## src/rtl/tx_mux.sv

```systemverilog
// Transmit-side symbol framer: wraps data-layer packets in STP/SDP ... END (EDB on underrun),
// fills gaps with IDL and inserts COM+SKP ordered sets between packets on a periodic timer.
module tx_mux #(
  parameter int SKP_INTERVAL = 16,
  parameter int SKP_COUNT    = 3
) (
  input  logic       clk,
  input  logic       rst,
  input  logic       enb,
  input  logic [7:0] tx_Data,
  input  logic       tx_Valid,
  input  logic       tx_Last,
  input  logic       tx_Type,
  output logic       tx_Ready,
  output logic [7:0] tx_out,
  output logic       tx_K,
  output logic       tx_Underrun
);

  localparam int TW = (SKP_INTERVAL > 1) ? $clog2(SKP_INTERVAL) : 1;
  localparam int IW = (SKP_COUNT > 1) ? $clog2(SKP_COUNT) : 1;
  localparam logic [TW-1:0] TIMER_LAST = TW'(SKP_INTERVAL - 1);
  localparam logic [IW-1:0] IDX_LAST   = IW'(SKP_COUNT - 1);

  localparam logic [7:0] SYM_COM = 8'hBC;
  localparam logic [7:0] SYM_STP = 8'hFB;
  localparam logic [7:0] SYM_SDP = 8'h5C;
  localparam logic [7:0] SYM_SKP = 8'h1C;
  localparam logic [7:0] SYM_END = 8'hFD;
  localparam logic [7:0] SYM_EDB = 8'hFE;
  localparam logic [7:0] SYM_IDL = 8'h7C;

  typedef enum logic [1:0] {
    S_IDLE,
    S_DATA,
    S_END,
    S_SKP
  } state_t;

  state_t          state_reg, state_next;
  logic [7:0]      out_reg, out_next;
  logic            k_reg, k_next;
  logic            underrun_reg, underrun_next;
  logic [TW-1:0]   timer_reg, timer_next;
  logic            pending_reg, pending_next;
  logic [IW-1:0]   idx_reg, idx_next;

  assign tx_Ready    = enb & (state_reg == S_DATA);
  assign tx_out      = out_reg;
  assign tx_K        = k_reg;
  assign tx_Underrun = underrun_reg;

  always_comb begin
    state_next    = state_reg;
    out_next      = SYM_IDL;
    k_next        = 1'b1;
    underrun_next = 1'b0;
    timer_next    = timer_reg;
    pending_next  = pending_reg;
    idx_next      = idx_reg;

    // The timer is frozen while an ordered set is being sent; the request stays sticky.
    if (state_reg != S_SKP) begin
      if (timer_reg == TIMER_LAST) begin
        timer_next   = '0;
        pending_next = 1'b1;
      end else begin
        timer_next = timer_reg + 1'b1;
      end
    end

    case (state_reg)
      S_IDLE: begin
        if (pending_reg) begin
          out_next   = SYM_COM;
          idx_next   = '0;
          state_next = S_SKP;
        end else if (tx_Valid) begin
          out_next   = tx_Type ? SYM_STP : SYM_SDP;
          state_next = S_DATA;
        end else begin
          out_next = SYM_IDL;
        end
      end
      S_DATA: begin
        if (tx_Valid) begin
          out_next = tx_Data;
          k_next   = 1'b0;
          if (tx_Last) state_next = S_END;
        end else begin
          out_next      = SYM_EDB;
          underrun_next = 1'b1;
          state_next    = S_IDLE;
        end
      end
      S_END: begin
        out_next   = SYM_END;
        state_next = S_IDLE;
      end
      S_SKP: begin
        out_next = SYM_SKP;
        if (idx_reg == IDX_LAST) begin
          state_next   = S_IDLE;
          pending_next = 1'b0;
          timer_next   = '0;
        end else begin
          idx_next = idx_reg + 1'b1;
        end
      end
      default: state_next = S_IDLE;
    endcase
  end

  always_ff @(posedge clk) begin
    if (rst) begin
      state_reg    <= S_IDLE;
      out_reg      <= 8'h00;
      k_reg        <= 1'b0;
      underrun_reg <= 1'b0;
      timer_reg    <= '0;
      pending_reg  <= 1'b0;
      idx_reg      <= '0;
    end else if (enb) begin
      state_reg    <= state_next;
      out_reg      <= out_next;
      k_reg        <= k_next;
      underrun_reg <= underrun_next;
      timer_reg    <= timer_next;
      pending_reg  <= pending_next;
      idx_reg      <= idx_next;
    end
  end

endmodule
```

## config.mk

```make
export PLATFORM = sky130hd
export DESIGN_NAME = tx_mux
export DESIGN_NICKNAME = d
export VERILOG_FILES = /design/src/rtl/tx_mux.sv
export SDC_FILE = /design/constraint.sdc
export NUM_CORES = 1
export LEC_CHECK = 0
export CAP_MARGIN = 30
export CELL_PAD_IN_SITES_DETAIL_PLACEMENT = 0
export CELL_PAD_IN_SITES_GLOBAL_PLACEMENT = 1
export CORE_MARGIN = 2
export CORE_UTILIZATION = 39
export CTS_CLUSTER_SIZE = 20
export DETAILED_ROUTE_END_ITERATION = 10
export PLACE_DENSITY_LB_ADDON = 0.25
export SLEW_MARGIN = 20
export SYNTH_ARGS = -nofsm -noshare
export SYNTH_HDL_FRONTEND = slang
export SYNTH_SLANG_ARGS = --single-unit
```

## constraint.sdc

```tcl
create_clock -name clk -period 3.3 [get_ports clk]
set_input_delay 0.33 -clock clk [delete_from_list [all_inputs] [get_ports clk]]
set_output_delay 0.33 -clock clk [all_outputs]
set_load 0.005 [all_outputs]
```

Word level (Yosys, flattened, before mapping)
Cells that the tools add are included.
W data, S select, Z words.
{ "totals": {"regBits": 19, "output_inout_bits": 11} }
{ "classes": {"add_sub_neg": 2, "eq_ne": 11, "n_mux": 25, "bitwise_logic": 1, "reduce_logical": 4} }
{ "op_table": {"columns": ["op", "count"], "rows": [
  ["$mux W8", 4],
  ["$pmux W8 S4", 1],
  ["$mux W4", 4],
  ["$mux W2", 7],
  ["$ne A2 B2 Y1 const B", 4],
  ["$pmux W2 S4", 1],
  ["$reduce_and A4 Y1", 2],
  ["$mux W1", 7],
  ["$eq A2 B2 Y1 const B", 3],
  ["$ne A3 B3 Y1 const B", 2],
  ["$add A4 B1 Y4 const B", 1],
  ["$eq A4 B4 Y1 const B", 1],
  ["$pmux W2 S2", 1],
  ["$add A2 B1 Y2 const B", 1],
  ["$eq A2 B1 Y1 const B", 1],
  ["$logic_not A2 Y1", 1],
  ["$reduce_bool A2 Y1", 1],
  ["$and A1 B1 Y1", 1]
]} }

Depth between registers and ports, before layout
{ "depth": {"depth_word": 5, "mapped_depth": 7, "ltp_nobuf": 6} }

Least setup slack after synthesis
Ideal clock, no wire load.
{ "synth_timing": {"kind": "register to register", "from": "register state_reg[0]", "to": "register out_reg[2] (netlist: tx_out[2])", "setup_ns": 0.118, "t_arrival_ns": 1.324, "slack_ns": 1.858, "path_stages_with_launch": 8, "n_path_buf": 1, "synth_period_minus_slack_ns": 1.442, "cell_sequence": "dfxtp_1 > inv_1 > ha_1 > buf_2 > nor3_2 > a21boi_1 > o22ai_1 > nor2b_1"} }
{ "synth_via": {"elab_chain_cells": 2, "elab_cells_between_ends": 5, "cone_classes": "eq/ne: 3; mux: 1; reduce/logical: 1"} }
{ "synth_rtl": {"columns": ["element", "line_no", "text"], "rows": [
  ["from (decl)", "40", "state_t state_reg, state_next;"],
  ["from (signal assigned)", "124", "state_reg <= state_next;"],
  ["$eq A2 B2 Y1 (tied with other cells)", "72", "case (state_reg)"],
  ["$pmux W8 S4 *", "72", null],
  ["to (signal assigned)", "125", "out_reg <= out_next;"],
  ["to (decl)", "41", "logic [7:0] out_reg, out_next;"]
]} }
Mark *: on every way between the ends. The rest lies on a longest branch, timed or not.
A chain may end at the register's enable or synchronous reset.

Final worst setup path
{ "layout_timing": {"from": "register state_reg[1]", "to": "output tx_Ready"} }
{ "layout_via": {"elab_chain_cells": 2} }
{ "layout_rtl": {"columns": ["element", "line_no", "text"], "rows": [
  ["$eq A2 B1 Y1", "48", "assign tx_Ready = enb & (state_reg == S_DATA);"],
  ["$and A1 B1 Y1", "48", null],
  ["to (decl)", "14", "output logic tx_Ready,"]
]} }
Every way passes these cells.

==> run summary <==
Post-layout minimum cycle time = 2.19 ns
Global-route wire length before repair = 4030 um
Clock Latency Late Sink = 0.30 ns
HPWL reported at the end of detailed placement = 1720 um
Pin count of the biggest net entering global routing = 20
Die W = 57.4 um
Yosys top cell area share = 34.2%
Max_cap viols = 0
YS warnings = 0
Post-Syn Instances = 130
Mean Syn Cell Area = 8.56 um2
Critical path data required time = 2.97 ns
Final worst path period share = 66.3%
Slew Limit Headroom = 48.0%
Routability cong. = 0.815
Syn nets = 151
Final setup vio count = 0
Layout Utilization = 50.1%
Worst reg2reg endpoint = tx_out[2]
GRT Total Usage = 15.9%
Effective utilization at floorplan = 40.7%
Share of layout cells above drive strength 1 = 9.33%
Std-Cell Rows = 19
Post-CTS resize count = 0
Vias in the first global route = 918
Register-to-Register Path Depth = 6
Synth top area cells = dfxtp_1 (34%), ha_1 (7.9%), nor2_1 (5.4%)
Clock transition at the registers of the reported paths = 0.12 ns
Commonest non-fill, non-tap cell in the layout = clkdlybuf4s50_1
Die area = 0.00330 mm2
CTS tree = done
Final cell count without fillers = 181
Design area = 0.00137 mm2
Final max-slew violation count = 0
Max Root-Sink Buffers = 2
CP startpoint kind = flop
Final Hold Fails = 0
Crit. End Element = primary output
Final WL = 2320 um
Initial drt markers = 28
Crit-path cells = inv_1 -> ha_1 -> and2_1 -> clkdlybuf4s50_1
Initial antenna violation count = 0
Worst hold margin = 0.481 ns
CTS Hold Bufs = 0
Leakage power = 0.533 nW
Worst EP arrival = 1.86 ns
Area grow syn2layout = 23.2%
Placed cell areas = 0.00134 mm2
FILL cells = 276
Overall power = 0.517 mW
Pre-CTS setup slack = 1.21 ns
I/O pin count = 25
Critical path destination = tx_Ready
IO buf count = 24
Most frequent cells in the layout = clkdlybuf4s50_1 (24), dfxtp_1 (19), nor2_1 (16)
Peak VDD IR = 0.214 mV
Core Area = 0.00273 mm2
Mapped cell area = 0.00111 mm2
Slowest-stage cell, CP = clkdlybuf4s50_1
Cts bufs inserted = 3
Post-CTS Repair Setup Buffers = 0
Reg-to-Reg Start = state_reg[0]
Number of diodes = 0
Max reg flops = 8
Final Skew = 0.0110 ns
Critical path startpoint = state_reg[1]
Worst Path Max Fanout = 12
Grt ovf = 0
Antenna Nets Post-Route = 0
Die span in y = 57.4 um
Pwr dens = 377 mW/mm2
Worst hold path type = flop to flop
Status = finished clean
Via density = 5.27
First-pass DRT Iterations = 4
WL per Instance = 12.8 um
Highest clock rate = 457 MHz
Post-route setup slack = 1.11 ns
Via count = 953
Flops & latches, synth = 19
Seq/Total Area, Yosys = 34.2%
Reg2reg setup slack = 1.64 ns
CP max stage delay = 0.50 ns
Clock sinks = 19
Area leader, netlist = dfxtp_1
RSZ-0062 raised after global routing = no
CTS root buf = clkbuf_4
Worst slew pin tran = 0.777 ns
# DRC = 0
Unique masters post-synth = 43
Crit Path Category = flop to primary output
Placed Cells = 177
Nets = 172
Fin Setup TNS = 0 ns
H-tree depth = 1
-- cells by family (layout without fill, tap and decap cells) --
logic type | after synthesis | count (layout) | synth area share, %
AOI/OAI and AO/OA | 34 | 34 | 21.4
DFF | 19 | 19 | 34.2
buffers and inverters | 17 | 37 | 8.21
muxes | 2 | 2 | 1.80
adders and majority gates | 7 | 7 | 7.87
xor gates and xnor gates | 1 | 1 | 0.788
and+or+nand+nor | 50 | 50 | 25.8
-- critical path: cells and delay by family (launching register included) --
kind	cells	cell delay (ns)
simple gates	1	0.19
fa+ha+maj	1	0.41
flops	1	0.34
buf+inv	2	0.61
-- layer usage --
layer	GRT usage (%)	vias to the layer above	wire [um]
li1	-	495	-
met1	18.7	442	1090
met2	27.9	14	1140
met3	2.95	2	71
met4	6.98	0	18
met5	0	-	0
-- cell usage after synthesis (all sizes together) --
library cell	count
a31oi	2
nand3b	1
o21ai	8
a211oi	1
a21oi	9
nand3	2
mux2i	2
nor4b	1
o2111ai	1
inv	8
and2	2
or3	1
and4b	1
a211o	1
xnor2	1
a311oi	3
a32oi	1
a2bb2oi	1
nor2	16
buf	8
a21o	1
nand2	6
nor2b	2
and3	1
a21boi	1
nor3	5
nand4b	1
o311ai	1
o22ai	3
nand2b	11
clkbuf	1
ha	7
o21a	1
dfxtp	19
-- how the worst min path moves through the flow --
stage | startpoint | to | slack, ns | depth (start not counted)
final | tx_Underrun | tx_Underrun | 0.48 | 2
after global routing | tx_Underrun | tx_Underrun | 0.50 | 2
after CTS | tx_Underrun | tx_Underrun | 0.48 | 2
after detailed placement | tx_Underrun | tx_Underrun | 0.46 | 2
after global placement | tx_Underrun | tx_Underrun | 0.46 | 2
after floorplan | tx_Underrun | tx_Underrun | 0.46 | 2
-- where the power goes --
part	leakage, nW	internal [mW]	switching [mW]
clock network	0.0177	0.0451	0.0773
logic	0.359	0.0735	0.0646
registers	0.156	0.245	0.0113
-- cell type report --
type / count / area (um2) / share of cell area, %
timing repair buffer: 25 / 248 / 18.1
clock buffer: 3 / 22.5 / 1.64
clock inverter: 1 / 5.00 / 0.365
multi-input combinational: 94 / 641 / 46.8
tap: 31 / 38.8 / 2.83
sequential: 19 / 380 / 27.8
inverter: 8 / 35.0 / 2.56
No activity file was read; power rests on OpenSTA's default activity.
